File: src/rtl/layer_sched.sv
// Layer sequencer: time-multiplexes one neuron pipeline across N_NEURON neurons,
// tracks in-flight indices and streams results out under valid/ready backpressure.
module layer_sched #(
    parameter int unsigned WIDTH      = 32,
    parameter int unsigned N_NEURON   = 3,
    parameter int unsigned NEURON_LAT = 4,
    parameter int unsigned ADDR_W     = 2
) (
    input  logic              clk,
    input  logic              rst,
    input  logic              start,
    input  logic [WIDTH-1:0]  x_1,
    input  logic [WIDTH-1:0]  x_2,
    input  logic [WIDTH-1:0]  x_3,
    output logic              busy,
    output logic              done,
    output logic [ADDR_W-1:0] w_addr,
    input  logic [WIDTH-1:0]  w_1,
    input  logic [WIDTH-1:0]  w_2,
    input  logic [WIDTH-1:0]  w_3,
    input  logic [WIDTH-1:0]  b_in,
    output logic              n_en,
    output logic [WIDTH-1:0]  n_a1,
    output logic [WIDTH-1:0]  n_a2,
    output logic [WIDTH-1:0]  n_a3,
    output logic [WIDTH-1:0]  n_w1,
    output logic [WIDTH-1:0]  n_w2,
    output logic [WIDTH-1:0]  n_w3,
    output logic [WIDTH-1:0]  n_b,
    input  logic [WIDTH-1:0]  n_y,
    output logic              out_valid,
    input  logic              out_ready,
    output logic [ADDR_W-1:0] out_idx,
    output logic [WIDTH-1:0]  out_data
);

    localparam int unsigned CNT_W = ADDR_W + 1;
    localparam logic [CNT_W-1:0] LAST = CNT_W'(N_NEURON - 1);

    typedef enum logic [1:0] {
        S_IDLE,
        S_ISSUE,
        S_DRAIN,
        S_DONE
    } state_t;

    state_t             state;
    logic [WIDTH-1:0]   a1, a2, a3;
    logic [CNT_W-1:0]   issue_cnt;
    logic [CNT_W-1:0]   out_cnt;
    logic               pipe_vld [NEURON_LAT];
    logic [ADDR_W-1:0]  pipe_idx [NEURON_LAT];

    logic issuing;
    logic issue_fire;
    logic take;

    // Whole pipeline (neuron, tracker, issue counter) freezes while the head result is refused
    assign issuing    = (state == S_ISSUE);
    assign n_en       = busy & ~(out_valid & ~out_ready);
    assign issue_fire = issuing & n_en;
    assign take       = out_valid & out_ready;

    assign out_valid = pipe_vld[NEURON_LAT-1];
    assign out_idx   = pipe_idx[NEURON_LAT-1];
    assign out_data  = out_valid ? n_y : '0;

    assign w_addr = issuing ? issue_cnt[ADDR_W-1:0] : '0;
    assign n_a1   = a1;
    assign n_a2   = a2;
    assign n_a3   = a3;
    assign n_w1   = issuing ? w_1  : '0;
    assign n_w2   = issuing ? w_2  : '0;
    assign n_w3   = issuing ? w_3  : '0;
    assign n_b    = issuing ? b_in : '0;

    // Control FSM with registered busy/done
    always_ff @(posedge clk or posedge rst) begin
        if (rst) begin
            state     <= S_IDLE;
            busy      <= 1'b0;
            done      <= 1'b0;
            a1        <= '0;
            a2        <= '0;
            a3        <= '0;
            issue_cnt <= '0;
            out_cnt   <= '0;
        end else begin
            done <= 1'b0;
            if (take) begin
                out_cnt <= out_cnt + CNT_W'(1);
            end
            case (state)
                S_IDLE: begin
                    if (start) begin
                        a1        <= x_1;
                        a2        <= x_2;
                        a3        <= x_3;
                        issue_cnt <= '0;
                        out_cnt   <= '0;
                        busy      <= 1'b1;
                        state     <= S_ISSUE;
                    end
                end
                S_ISSUE: begin
                    if (n_en) begin
                        issue_cnt <= issue_cnt + CNT_W'(1);
                        if (issue_cnt == LAST) begin
                            state <= S_DRAIN;
                        end
                    end
                end
                S_DRAIN: begin
                    if (take && out_cnt == LAST) begin
                        busy  <= 1'b0;
                        done  <= 1'b1;
                        state <= S_DONE;
                    end
                end
                S_DONE: begin
                    state <= S_IDLE;
                end
                default: begin
                    state <= S_IDLE;
                end
            endcase
        end
    end

    // In-flight tracker mirroring the neuron latency
    always_ff @(posedge clk or posedge rst) begin
        if (rst) begin
            for (int i = 0; i < int'(NEURON_LAT); i++) begin
                pipe_vld[i] <= 1'b0;
                pipe_idx[i] <= '0;
            end
        end else if (n_en) begin
            pipe_vld[0] <= issue_fire;
            pipe_idx[0] <= issue_fire ? issue_cnt[ADDR_W-1:0] : '0;
            for (int i = 1; i < int'(NEURON_LAT); i++) begin
                pipe_vld[i] <= pipe_vld[i-1];
                pipe_idx[i] <= pipe_idx[i-1];
            end
        end
    end

endmodule

File: config.mk
export PLATFORM = sky130hd
export DESIGN_NAME = layer_sched
export DESIGN_NICKNAME = d
export VERILOG_FILES = /design/src/rtl/layer_sched.sv
export SDC_FILE = /design/constraint.sdc
export NUM_CORES = 1
export LEC_CHECK = 0
export ABC_AREA = 1
export BUFFER_PORTS_ARGS = -buffer_cell sky130_fd_sc_hd__buf_2
export CORE_AREA = 2 2 201 203
export DETAILED_ROUTE_END_ITERATION = 10
export DIE_AREA = 0 0 203 205
export GPL_TIMING_DRIVEN = 0
export HOLD_SLACK_MARGIN = 0.05
export PLACE_DENSITY = 0.48
export RECOVER_POWER = 100
export SLEW_MARGIN = 20
export SYNTH_ARGS = -nofsm -noshare
export SYNTH_HDL_FRONTEND = slang
export SYNTH_SLANG_ARGS = --single-unit
File: constraint.sdc
create_clock -name clk -period 4.45 [get_ports clk]
set_clock_uncertainty 0.2 [all_clocks]
set_input_delay 0 -clock clk [delete_from_list [all_inputs] [get_ports clk]]
set_output_delay 0 -clock clk [all_outputs]
set_load 0.03 [all_outputs]
* Word level (Yosys, flattened, before mapping)
Cells that the tools add are included.
Operators by class: $add $sub $neg 2, equality and inequality tests 9, multiplexer cells 23, bitwise operators 6, reduce and logical (&&, ||, !) cells 8
Operators with widths (number):
- $mux 32 | 5
- $mux 3 | 5
- $mux 2 | 6
- $pmux 2 s4 | 1
- $add 3x1->3 const B | 2
- $eq 3x2->1 const B | 2
- $ne 2x2->1 const B | 3
- $pmux 3 s2 | 1
- $reduce_and 3->1 | 2
- $and 1x1->1 | 4
- $eq 2x2->1 const B | 2
- $mux 1 | 4
- $reduce_and 4->1 | 1
- $reduce_bool 2->1 | 2
- $eq 2x1->1 const B | 1
- $logic_not 2->1 | 1
- $ne 2x1->1 const B | 1
- $not 1->1 | 2
- $pmux 1 s2 | 1
- $reduce_and 2->1 | 1
- $logic_and 1x1->1 | 1
Storage, ports and cells: register bits after elaboration 118, output and inout port bits 264, logic and storage cells 64

* Longest topological paths before layout
word-level depth 6, mapped depth 9

* Least setup slack after synthesis
OpenSTA, ideal clock, no wires.
path kind register to register, from reg pipe_vld (netlist bit out_valid), to reg state[1], setup time 0.117 ns, arrival 1.211 ns, required time 4.133 ns, path slack 2.922 ns, cell stages (with the launch flop) 9, path through dfrtp_1 -> buf_4 -> nand2_2 -> inv_2 -> nand2_2 -> a21oi_2 -> nand2_1 -> nand2_1 -> nand2_1
On the way: word-level cells in the longest chain between the ends 5, elaborated cells between the ends (all ways) 8
RTL lines:
- from (decl) | RTL line 51 | logic pipe_vld [NEURON_LAT];
- from (signal, indexed assignment) | RTL line 141 | pipe_vld[i] <= pipe_vld[i-1];
- $and 1x1->1 | RTL line 60 | assign n_en = busy & ~(out_valid & ~out_ready);
- $not 1->1 | RTL line 60
- $and 1x1->1 | RTL line 60
- $ne 2x2->1 (no line)
- $reduce_and 4->1 (no line) (*)
- to (signal assigned) | RTL line 80 | state <= S_IDLE;
- to (signal assigned) | RTL line 102 | state <= S_ISSUE;
- to (signal assigned) | RTL line 109 | state <= S_DRAIN;
- to (decl) | RTL line 47 | state_t state;
Mark *: on every way between the ends. The rest lies on a longest branch, timed or not. A chain may end at the register's enable or synchronous reset.

* Worst setup path after layout
from reg state[1], to out n_w2[27]
On the way: word-level cells in the longest chain between the ends 2
RTL lines:
- $eq 2x1->1 | RTL line 59 | assign issuing = (state == S_ISSUE);
- $mux 32 | RTL line 73 | assign n_w2 = issuing ? w_2 : '0;
- to (decl) | RTL line 27 | output logic [WIDTH-1:0] n_w2,
Every way passes these cells.

==> results.toml <==
[status]
status = "finished with violations"
violations = "max-capacitance violations, max-slew violations"

[critical_path]
critPathLaunchType = "register"
crit_top_cell = "clkbuf_1"
rr_worst_depth = 8
required_ns = 4.25
cp_slowest_cell = "clkbuf_1"
slowest_delay_ns = 0.47
critPathBufInv = 6
crit_fanout = 10
r2r-end = "n_a1[29]$_DFFE_PP0P_"
cp.arrival_ns = 2.80
rr_startpoint = "state[0]$_DFFE_PP0P_"
cp-end-kind = "output pin"
path_cells = "inv_1 -> ha_1 -> clkbuf_1 -> clkbuf_1 -> clkbuf_1 -> nand2_1 -> inv_1 -> clkbuf_1"
crit_family = "buffers and inverters"
critPathLaunch = "state[1]$_DFFE_PP0P_"
path_class = "reg -> out"
ff2ff_setup_slack_ns = 1.73

[grt]
grt_use_met1_pct = 13.8
grt.met2_usage_pct = 21.6
grt_remaining_overflow = 0
grt_pass1_wl_um = 39100
grt.total_usage_pct = 12.1
antenna_found_initial = 4
grt-busiest-layer = "met2"
grtUsageMet3_pct = 2.51
grt_pass1_vias = 7493
grt_max_degree = 67

[power]
power.density_mw_per_mm2 = 702
comb_power_share_pct = 54.7
ir_drop_uv = 248
leakage_nw = 6.42
swShare_pct = 53.1
p_switching_mw = 3.93
seqPwrFrac_pct = 24.2
p_clk_share_pct = 21.0
intPower_mw = 3.47

[clock_network]
cts_hold_buf = 100
clkSlewWorstSetupHoldPaths_ns = 0.06
cts_num_sinks = 118
cts_buffer_depth = 2
cts_tree = "built"
cts-root-buf = "clkbuf_16"
clk_latency_ns = 0.42
cts_max_level = 4
cts_setup_buffers = 0
numCtsBuffers = 17
cts_resized = 0

[run]
maxCapViolations = 1

[logic_synthesis]
yosysWarnings = 0
netlist_area_mm2 = 0.00595
synth_seq_cells = 118
syn-num-nets = 1137
netlist_instances = 870
avgSynthCellArea_um2 = 6.84
synthDistinctLibCells = 19
seq_area_frac_synth_pct = 49.6

[sta]
period_needed_ns = 3.00
report.final.slew_viol_count = 53
tightest_slew_ns = 2.65
rsz0062_at_grt = "false"
setup_slack_ns = 1.45
hold_viol_final = 0
period_share_pct = 67.5
maxSlewHeadroom_pct = -77.8
whs_ns = 0.110
setup_tns_ns = 0
setup_viol = 0
fmax_mhz = 333

[detailed_routing]
drc_errors = 0
avgViaCountPerCell = 3.63
routed_wl_um = 26400
vias = 7449
ant_nets = 0
drtIter0Drc = 449
wl_per_cell_um = 12.9
first_pass_iters = 5

[die]
die_w_um = 203
start_util_pct = 15.1
num_rows = 73
io-pin-count = 524
die-area_mm2 = 0.0416
die_h_um = 205
core_mm2 = 0.0394

[final_layout]
nets = 1780
fin_area_mm2 = 0.0105
areaGrowthSynthToFinish_pct = 76.9
drive_above_1_share_pct = 20.2
fin_cells = 2052

[placement]
placed_cell_area_mm2 = 0.00926
pre_cts_slack_ns = 2.14
place.gp.congestion = 0.861
port_buffers = 523
placedCellCount = 1919
dpl.hpwl_um = 20700

[min_path]
min_to = "n_a2[12]$_DFFE_PP0P_"
hold_path.class = "in -> reg"
min_from = "x_2[12]"
hold_depth = 4
state kept, by name, summed over array words and instances (netlist names), 2 cells and up:
signal     count
issue_cnt      3
n_a1          32
n_a2          32
n_a3          32
out_cnt        3
out_idx        2
pipe_idx       6
pipe_vld       3
state          2
stage by stage:
step / power [mW] / utilization, %
6_report: 7.40 / 26.7
3_3_place_gp: 6.07 / 23.4
5_1_grt: 7.97 / 26.7
4_1_cts: 7.77 / 27.7
2_1_floorplan: 4.68 / -
3_5_place_dp: 6.08 / 23.5
metal layers:
metal  wire length, um  up-vias
met5                 0        -
met4               904        0
met3              1470       45
met2             13500      300
met1             10500     3375
li1                  -     3729
placed cells by master, fill, tap and decap left out:
cell           netlist  final
clkinvlp_2           0      1
o21ai_0              6      9
dlygate4sd3_1        0    100
clkinv_2             0      1
inv_6                0      2
bufinv_16            0      5
o21ai_1              6      4
inv_2                3      1
buf_4                6      5
o22ai_1              1      1
a21oi_1              3      4
dfrtp_1            118    118
buf_16               0      1
diode_2              0      1
nand2_1            492    494
clkinvlp_4           0      1
or2_2                1      1
clkinv_4             0      5
nor2_1               4      4
nand2_2              3      1
clkbuf_1            15    295
inv_1              176    177
ha_1                 7      7
nand3_1              4      4
clkbuf_16            0     17
buf_2               20    268
power by group through the flow:
stage / logic, mW / clock network, mW / registers [mW]
after floorplan: 2.05 / 0 / 2.63
after global routing: 4.44 / 1.66 / 1.86
final: 4.05 / 1.55 / 1.79
after CTS: 4.38 / 1.61 / 1.78
after global placement: 4.28 / 0 / 1.78
after detailed placement: 4.29 / 0 / 1.79
cells by family after synthesis:
group                      after synthesis  synth area share (%)
AOI/OAI and AO/OA                       18                  1.66
adders and majority gates                7                  1.47
buffers and inverters                  223                  15.2
DFF                                    118                  49.6
and+or+nand+nor                        504                  32.0
layout make-up:
cell class,instances,area [um^2]
well taps,525,657
flip-flops and latches,118,2950
diodes,1,2.50
clock buffers,18,429
plain buffers,44,185
multi-input cells,529,2080
repair buffers,624,3330
clock inverters,14,224
inverters,179,673
fillers,4490,28800
worst reg2reg max path: stages (launching register included):
cell      delay (ns)
dfrtp_1         0.37
inv_1           0.07
ha_1            0.23
nand2_1         0.11
clkbuf_1        0.56
clkbuf_1        0.51
clkbuf_1        0.41
nand2_1         0.10
nand2_1         0.09
how the worst max path moves through the flow:
stage | to | cells past startpoint | slack [ns]
finish | n_w2[27] | 8 | 1.45
global route | n_w3[20] | 8 | 1.06
CTS | n_w1[31] | 7 | 1.65
detailed placement | n_w1[31] | 7 | 2.14
global placement | n_a3[11]$_DFFE_PP0P_ | 2 | -0.71
floorplan | busy$_DFFE_PP0P_ | 1 | 1.12
synth_stat cells:
master	count	area share [%]
a21oi_1	3	0.25
a21oi_2	1	0.15
buf_2	20	1.7
buf_4	6	0.76
buf_6	3	0.57
clkbuf_1	15	0.95
dfrtp_1	118	50
ha_1	7	1.5
inv_1	176	11
inv_2	3	0.19
nand2_1	492	31
nand2_2	3	0.32
nand3_1	4	0.34
nor2_1	4	0.25
o21ai_0	6	0.50
o21ai_1	6	0.50
o21ai_2	1	0.15
o22ai_1	1	0.11
or2_2	1	0.11
Power figures use the tool's default switching activity.
